## src/rtl/mod_cnt_pkg.sv

```systemverilog
// Shared types and helpers for the programmable mod-M counter.
package mod_cnt_pkg;

    typedef enum logic {DIR_DOWN, DIR_UP} cnt_dir_t;

    // Loads at or above the modulus land on the last legal count.
    function automatic logic [31:0] clamp_load(input logic [31:0] val, input logic [31:0] m);
        return (val >= m) ? (m - 32'd1) : val;
    endfunction

endpackage

```

## src/rtl/mod_m_prescaler.sv

```systemverilog
// Enable divider: tick is high on one of every PRESCALE enabled cycles.
module mod_m_prescaler #(
    parameter int PRESCALE = 4
) (
    input  logic clk,
    input  logic reset,
    input  logic clr,
    input  logic en,
    output logic tick
);

    localparam int CW = $clog2(PRESCALE);
    localparam logic [CW-1:0] RELOAD = CW'(PRESCALE - 1);

    logic [CW-1:0] cnt;

    assign tick = en && (cnt == '0);

    always_ff @(posedge clk or negedge reset) begin
        if (!reset) begin
            cnt <= RELOAD;
        end else if (clr) begin
            cnt <= RELOAD;
        end else if (en) begin
            cnt <= (cnt == '0) ? RELOAD : (cnt - CW'(1));
        end
    end

endmodule

```

## src/rtl/mod_m_counter_prog.sv

```systemverilog
// Runtime-programmable mod-M up/down counter with shadowed modulus and wrap pulse.
// Optional enable prescaler is built only when MODCNT_PRESCALE_EN is defined.
module mod_m_counter_prog #(
    parameter int W         = 8,
    parameter int M_DEFAULT = 10,
    parameter int PRESCALE  = 4
) (
    input  logic         clk,
    input  logic         reset,
    input  logic         en,
    input  logic         up,
    input  logic         clr,
    input  logic         load,
    input  logic [W-1:0] load_val,
    input  logic         m_wr,
    input  logic [W-1:0] m_val,
    output logic         m_pend,
    output logic [W-1:0] q,
    output logic         max_tick,
    output logic         min_tick,
    output logic         wrap
);

    import mod_cnt_pkg::*;

    localparam logic [W-1:0] M_RST = W'(M_DEFAULT);

    logic [W-1:0] m_reg;
    logic [W-1:0] shadow;
    logic [W-1:0] m_last;
    logic [W-1:0] m_next;
    logic [W-1:0] shadow_next;
    logic [W-1:0] q_next;
    logic [W-1:0] q_load;
    logic         pend_next;
    logic         step_en;
    logic         step;
    logic         at_edge;
    logic         wrap_step;
    logic         m_ok;
    logic         boundary;
    cnt_dir_t     dir;

`ifdef MODCNT_PRESCALE_EN
    mod_m_prescaler #(.PRESCALE(PRESCALE)) u_prescaler (
        .clk   (clk),
        .reset (reset),
        .clr   (clr),
        .en    (en),
        .tick  (step_en)
    );
`else
    localparam int unused_prescale = PRESCALE;
    assign step_en = en;
`endif

    assign dir       = up ? DIR_UP : DIR_DOWN;
    assign m_last    = m_reg - W'(1);
    assign max_tick  = (q == m_last);
    assign min_tick  = (q == '0);
    assign step      = step_en && !clr && !load;
    assign at_edge   = (dir == DIR_UP) ? (q == m_last) : (q == '0);
    assign wrap_step = step && at_edge;
    assign m_ok      = m_wr && (m_val >= W'(2));
    assign boundary  = clr || wrap_step;
    assign q_load    = W'(clamp_load(32'(load_val), 32'(m_reg)));

    // A write landing on a wrap/clr edge goes straight into m_reg.
    always_comb begin
        m_next      = m_reg;
        pend_next   = m_pend;
        shadow_next = shadow;
        if (m_ok) begin
            shadow_next = m_val;
            pend_next   = 1'b1;
        end
        if (boundary) begin
            pend_next = 1'b0;
            if (m_ok) begin
                m_next = m_val;
            end else if (m_pend) begin
                m_next = shadow;
            end
        end
    end

    always_comb begin
        q_next = q;
        if (clr) begin
            q_next = '0;
        end else if (load) begin
            q_next = q_load;
        end else if (step) begin
            if (dir == DIR_UP) begin
                q_next = at_edge ? '0 : (q + W'(1));
            end else begin
                q_next = at_edge ? (m_next - W'(1)) : (q - W'(1));
            end
        end
    end

    always_ff @(posedge clk or negedge reset) begin
        if (!reset) begin
            q      <= '0;
            m_reg  <= M_RST;
            shadow <= M_RST;
            m_pend <= 1'b0;
            wrap   <= 1'b0;
        end else begin
            q      <= q_next;
            m_reg  <= m_next;
            shadow <= shadow_next;
            m_pend <= pend_next;
            wrap   <= wrap_step;
        end
    end

endmodule
```

## config.mk

```make
export PLATFORM = sky130hd
export DESIGN_NAME = mod_m_counter_prog
export DESIGN_NICKNAME = d
export VERILOG_FILES = /design/src/rtl/mod_cnt_pkg.sv /design/src/rtl/mod_m_prescaler.sv /design/src/rtl/mod_m_counter_prog.sv
export SDC_FILE = /design/constraint.sdc
export NUM_CORES = 1
export LEC_CHECK = 0
export CORE_ASPECT_RATIO = 0.6
export CORE_MARGIN = 2
export CORE_UTILIZATION = 32
export DETAILED_ROUTE_END_ITERATION = 6
export GPL_TIMING_DRIVEN = 0
export HOLD_SLACK_MARGIN = 0.03
export PLACE_DENSITY = 0.48
export SLEW_MARGIN = 15
export SYNTH_ARGS = -nofsm -noshare
export SYNTH_HDL_FRONTEND = slang
export SYNTH_HIERARCHICAL = 1
export SYNTH_SLANG_ARGS = --single-unit
```

## constraint.sdc

```tcl
create_clock -name clk -period 5.22 [get_ports clk]
set_input_delay 0.522 -clock clk [delete_from_list [all_inputs] [get_ports clk]]
set_output_delay 0.522 -clock clk [all_outputs]
set_load 0.005 [all_outputs]
```

Yosys cells after proc, flatten, opt, wreduce, memory -nomap -nowiden:

Cells that the tools add are included.

* equal/unequal tests: 1
* add/subtract/negate cells: 5
* muxes and demuxes: 14
* magnitude comparators: 2
* reduce and logical (&&, ||, !) cells: 10

Operators by type and width (number)
* $mux W8: 10
* $sub A8 B1 Y8 const B: 4
* $add A8 B1 Y8 const B: 1
* $eq A8 B8 Y1: 1
* $ge A8 B2 Y1 const B: 1
* $ge A8 B8 Y1: 1
* $logic_not A8 Y1: 1
* $logic_and A1 B1 Y1: 4
* $mux W1: 4
* $reduce_bool A3 Y1: 1
* $logic_not A1 Y1: 2
* $reduce_bool A2 Y1: 1
* $logic_or A1 B1 Y1: 1

* input bits: 23
* output and inout port bits: 12
* register bits after elaboration: 26
* word-level logic and storage cells: 37

Longest topological paths before layout:

Gate-level depths: netlist of run 1.

* depth after elaboration: 12
* gate-level depth with buffers: 16
* mapped depth without buffers: 15

Worst setup path before layout of run 1:

OpenSTA, ideal clock, no wires.

* path type: reg-to-reg
* start: register m_reg[1]
* end: register q[4]
* required time: 5099 ps
* data arrival time: 3560 ps
* path buffers: 1
* library setup time: 121 ps
* stages on the path, launching flop included: 16
* clock period less this slack: 3681 ps
* setup slack: 1539 ps
* path through: dfstp_2 -> inv_1 -> ha_1 -> xnor2_1 -> xnor2_1 -> or4_1 -> or3_4 -> o2bb2ai_4 -> buf_2 -> mux2i_1 -> ha_1 -> o2111ai_1 -> xor2_1 -> mux2i_1 -> o221ai_1 -> a22o_1

* word-level cells in the longest chain between the ends: 12

RTL lines
* start: declaration: RTL line mod_m_counter_prog.sv:28 `logic [W-1:0] m_reg;`
* start signal: assignment: RTL line mod_m_counter_prog.sv:111 `m_reg <= m_next;`
* $sub A8 B1 Y8: RTL line mod_cnt_pkg.sv:8, mod_m_counter_prog.sv:58
* $eq A8 B8 Y1: RTL line mod_m_counter_prog.sv:62 `assign at_edge = (dir == DIR_UP) ? (q == m_last) : (q == '0);`
* $mux W1: RTL line mod_m_counter_prog.sv:62
* $logic_and A1 B1 Y1: RTL line mod_m_counter_prog.sv:63 `assign wrap_step = step && at_edge;`
* $logic_or A1 B1 Y1: RTL line mod_m_counter_prog.sv:65 `assign boundary = clr || wrap_step;`
* $mux W8: RTL line mod_m_counter_prog.sv:77 `if (boundary) begin`
* $sub A8 B1 Y8: RTL line mod_m_counter_prog.sv:97 `q_next = at_edge ? (m_next - W'(1)) : (q - W'(1));`
* $mux W8: RTL line mod_m_counter_prog.sv:97
* $mux W8: RTL line mod_m_counter_prog.sv:94 `if (dir == DIR_UP) begin`
* $mux W8: RTL line mod_m_counter_prog.sv:93 `end else if (step) begin`
* $mux W8 *: RTL line mod_m_counter_prog.sv:91 `end else if (load) begin`
* $mux W8 *: RTL line mod_m_counter_prog.sv:89 `if (clr) begin`
* end signal: assignment: RTL line mod_m_counter_prog.sv:110 `q <= q_next;`
* end: declaration: RTL line mod_m_counter_prog.sv:18 `output logic [W-1:0] q,`

Every way passes the cells marked *; elsewhere a longest branch is shown, timed or not. The select of a mux whose other input is x is not followed.
A chain may end at the register's enable or synchronous reset.

Worst setup path after layout of run 1:

* start: register m_reg[3]
* end: register q[4]

The elaborated chain is that of the path after synthesis.

==> results of run 1 <==
[cells by family (layout without fill, tap and decap cells)]
kind of cell | count (synthesis) | in the layout | synth area share [%]
AO/OA/AOI/OAI | 106 | 106 | 31.2
XOR/XNOR | 21 | 21 | 7.62
adder cells (fa/ha/maj) | 12 | 12 | 5.79
buffers and inverters | 39 | 73 | 6.03
flip-flops | 26 | 26 | 25.3
multiplexers | 8 | 8 | 3.18
AND/OR/NAND/NOR | 105 | 105 | 20.9
[power by group]
group	total, mW	switching, mW	internal (mW)
Sequential	0.274	0.0337	0.240
Combinational	0.610	0.358	0.252
Clock	0.197	0.0788	0.118
Total	1.08	0.471	0.610
[final timing paths]
kind	end	slack, ns	cells past startpoint
worst min-delay path	m_reg[2]	0.27	1
worst min register to register	shadow[0]	0.47	2
max in group asynchronous	q[5]	4.53	1
worst max-delay path	q[4]	0.61	14
min in group clk	shadow[0]	0.47	2
worst max register to register	q[4]	0.61	14
[cell type report]
type | instances | area, sq um | share of cell area, %
multi-input cells | 252 | 1780 | 57.3
flip-flops and latches | 26 | 656 | 21.1
repair buffers | 30 | 295 | 9.48
well taps | 108 | 135 | 4.34
clock buffers | 4 | 88.8 | 2.85
plain buffers | 21 | 88.8 | 2.85
inverters | 18 | 67.6 | 2.17
[cells in the final DEF (no fill, tap or decap), types with 3 or more instances in the layout]
cell type,count
a22o_1,10
dfrtp_1,22
o21ai_0,19
mux2i_1,6
ha_1,12
a22oi_1,4
nand2b_1,7
nor2_1,22
o22ai_1,3
clkbuf_16,3
a211oi_1,4
clkdlybuf4s50_1,29
xor2_1,8
nand3_1,12
nand4_1,3
clkbuf_1,18
xnor2_1,12
o221ai_1,3
o211ai_1,11
a32oi_1,7
nor3_1,8
or4_1,3
a21o_1,5
o211a_1,3
or3_1,3
nand2_1,27
and3_1,3
dfstp_2,4
inv_1,18
buf_2,3
a21oi_1,11
o2bb2ai_1,4
[stage by stage]
stage | cells | util (%)
floorplan | 317 | -
detailed placement | 455 | 38.4
finish | 459 | 39.5
CTS | 459 | 39.5
global placement | 455 | 38.4
global route | 459 | 39.5
[per-layer routing]
| layer | share of wire (%) | vias to the layer above | GRT usage (%) |
|---|---|---|---|
| met5 | 0 | - | 0 |
| met2 | 38 | 110 | 30.5 |
| li1 | - | 1263 | - |
| met3 | 8.0 | 2 | 3.73 |
| met4 | 0.14 | 0 | 1.94 |
| met1 | 54 | 1273 | 35.1 |
==> flow_metrics.env, run 1 <==
export IMPL_skew_ns=0.00421
export IMPL_finalSetupViolCount=0
export IMPL_holdWs_ns=0.274
export IMPL_slowest_delay_ns=0.67
export IMPL_wire_per_inst_um=20.1
export IMPL_worstSetupStartpointType="flip-flop"
export IMPL_startpoint="m_reg[3]"
export IMPL_worst_slew_margin_rel_pct=34.1
export IMPL_clock_path_buffers=2
export IMPL_ys_seq_area_share_pct=25.3
export IMPL_power_total_mw=1.08
export IMPL_fin_crit_sh_pct=88.4
export IMPL_tightestPinTransition_ns=0.986
export IMPL_critPathMostFrequentCell="mux2i_1"
export IMPL_critPathSlowestCell="or4_1"
export IMPL_track_usage_pct=21.7
export IMPL_rsz0062_at_grt="no"
export IMPL_vias=2648
export IMPL_worst_ep_arrival_time_ns=4.77
export IMPL_placed_area_sq_mm=0.00303
export IMPL_crit_type="reg -> reg"
export IMPL_ant_nets=0
export IMPL_ys_top_cells_by_area="dfrtp_1, ha_1, dfstp_2"
export IMPL_post_place_ws_ns=0.733
export IMPL_synth_main_ff_cell="dfrtp_1"
export IMPL_nNetsFinal=387
export IMPL_synth_area_sq_mm=0.00259
export IMPL_syn_to_final_growth_pct=20.0
export IMPL_outcome="finished clean"
export IMPL_syn_mean_instance_area_sq_um=8.19
export IMPL_antenna_cells=0
export IMPL_critPathMaxFanout=10
export IMPL_clk_pin_slew_worst_paths_ns=0.07
export IMPL_hold_path_class="in -> async"
export IMPL_wirelength_um=9210
export IMPL_syn_num_nets=352
export IMPL_synth_edf_count=0
export IMPL_crit_chain="clkbuf_1, nor4_1, a211oi_1, or4_1, or3_4, o2bb2ai_4, buf_2, mux2i_1, ha_1, o2111ai_1, xor2_1, mux2i_1, o221ai_1, a22o_1"
export IMPL_fillers=846
export IMPL_hold_violations=0
export IMPL_cts_tree="done"
export IMPL_antenna_found_initial=0
export IMPL_post_cts_setup_buffer_count=0
export IMPL_synth_top_area_share_pct=21.2
export IMPL_clk_latency_ns=0.27
export IMPL_end_kind="flip-flop"
export IMPL_irDropWorstVdd_mv=0.126
export IMPL_cts_buffers=3
export IMPL_drcViolationCount=0
export IMPL_postCtsHoldBufs=0
export IMPL_final_setup_worst_slack_ns=0.606
export IMPL_synthCells=317
export IMPL_routabilityCongestion=0.864
export IMPL_dpl_hpwl_um=7290
export IMPL_die_w_um=120
export IMPL_grt_max_degree=27
export IMPL_r2r_start="m_reg[3]"
export IMPL_htreeDepth=1
export IMPL_synthTopCellsByCount="nand2_1, dfrtp_1, nor2_1, o21ai_0"
export IMPL_crit_family="simple AND/OR/NAND/NOR gates"
export IMPL_drv_cap=0
export IMPL_leakagePower_nw=1.22
export IMPL_yosysMostFrequentCell="nand2_1"
export IMPL_grt_pass1_wl_um=14400
export IMPL_yosysWarningCount=6
export IMPL_drt_pass1_iterations=5
export IMPL_initial_core_util_pct=32.9
export IMPL_die_h_um=73.8
export IMPL_ioPinCount=35
export IMPL_core_sq_mm=0.00788
export IMPL_min_period_ns=4.61
export IMPL_drtIter0Drc=235
export IMPL_layout_drive_gt1_share_pct=6.55
export IMPL_slew_violations=0
export IMPL_async_flop_share_pct=100
export IMPL_cp_buffers_inverters=2
export IMPL_rows=25
export IMPL_synth_top_area_cell="dfrtp_1"
export IMPL_cts_sinks=26
export IMPL_cts_root_buf="clkbuf_16"
export IMPL_synth_seq_cells=26
export IMPL_cts_resized=0
export IMPL_worst_ep_required_time_ns=5.37
export IMPL_setup_tns_ns=0
export IMPL_grt_overflow=0
export IMPL_powerDensity_mw_per_mm2=347
export IMPL_vias_per_cell=5.77
export IMPL_clock_fmax_mhz=217
export IMPL_ys_types=61
export IMPL_grt_pass1_vias=2533
export IMPL_portBuffers=30
export IMPL_die_area_sq_mm=0.00887
export IMPL_fin_area_sq_mm=0.00311
Note: power is estimated with default switching activity, not from simulation.
==> run 2, diff against run 1 <==
==> constraint.sdc (replaced) <==
create_clock -name clk -period 5.22 [get_ports clk]
set_input_delay 0.522 -clock clk [delete_from_list [all_inputs] [get_ports clk]]
set_output_delay 0.522 -clock clk [all_outputs]
set_load 0.02 [all_outputs]
==> results of run 2 <==
Same layout as run 1 (identical final DEF). Status: finished clean.
Main changes from that run: total power 1.08 mW -> 1.10 mW
==> run 3, diff against run 2 <==
--- a/config.mk
+++ b/config.mk
@@ -8,6 +8,7 @@
 export CORE_ASPECT_RATIO = 0.6
 export CORE_MARGIN = 2
 export CORE_UTILIZATION = 32
+export CTS_CLUSTER_SIZE = 14
 export DETAILED_ROUTE_END_ITERATION = 6
 export GPL_TIMING_DRIVEN = 0
 export HOLD_SLACK_MARGIN = 0.03
==> results of run 3 <==
Same layout as run 1 (identical final DEF). Status: finished clean.
Main changes from that run: total power 1.08 mW -> 1.10 mW
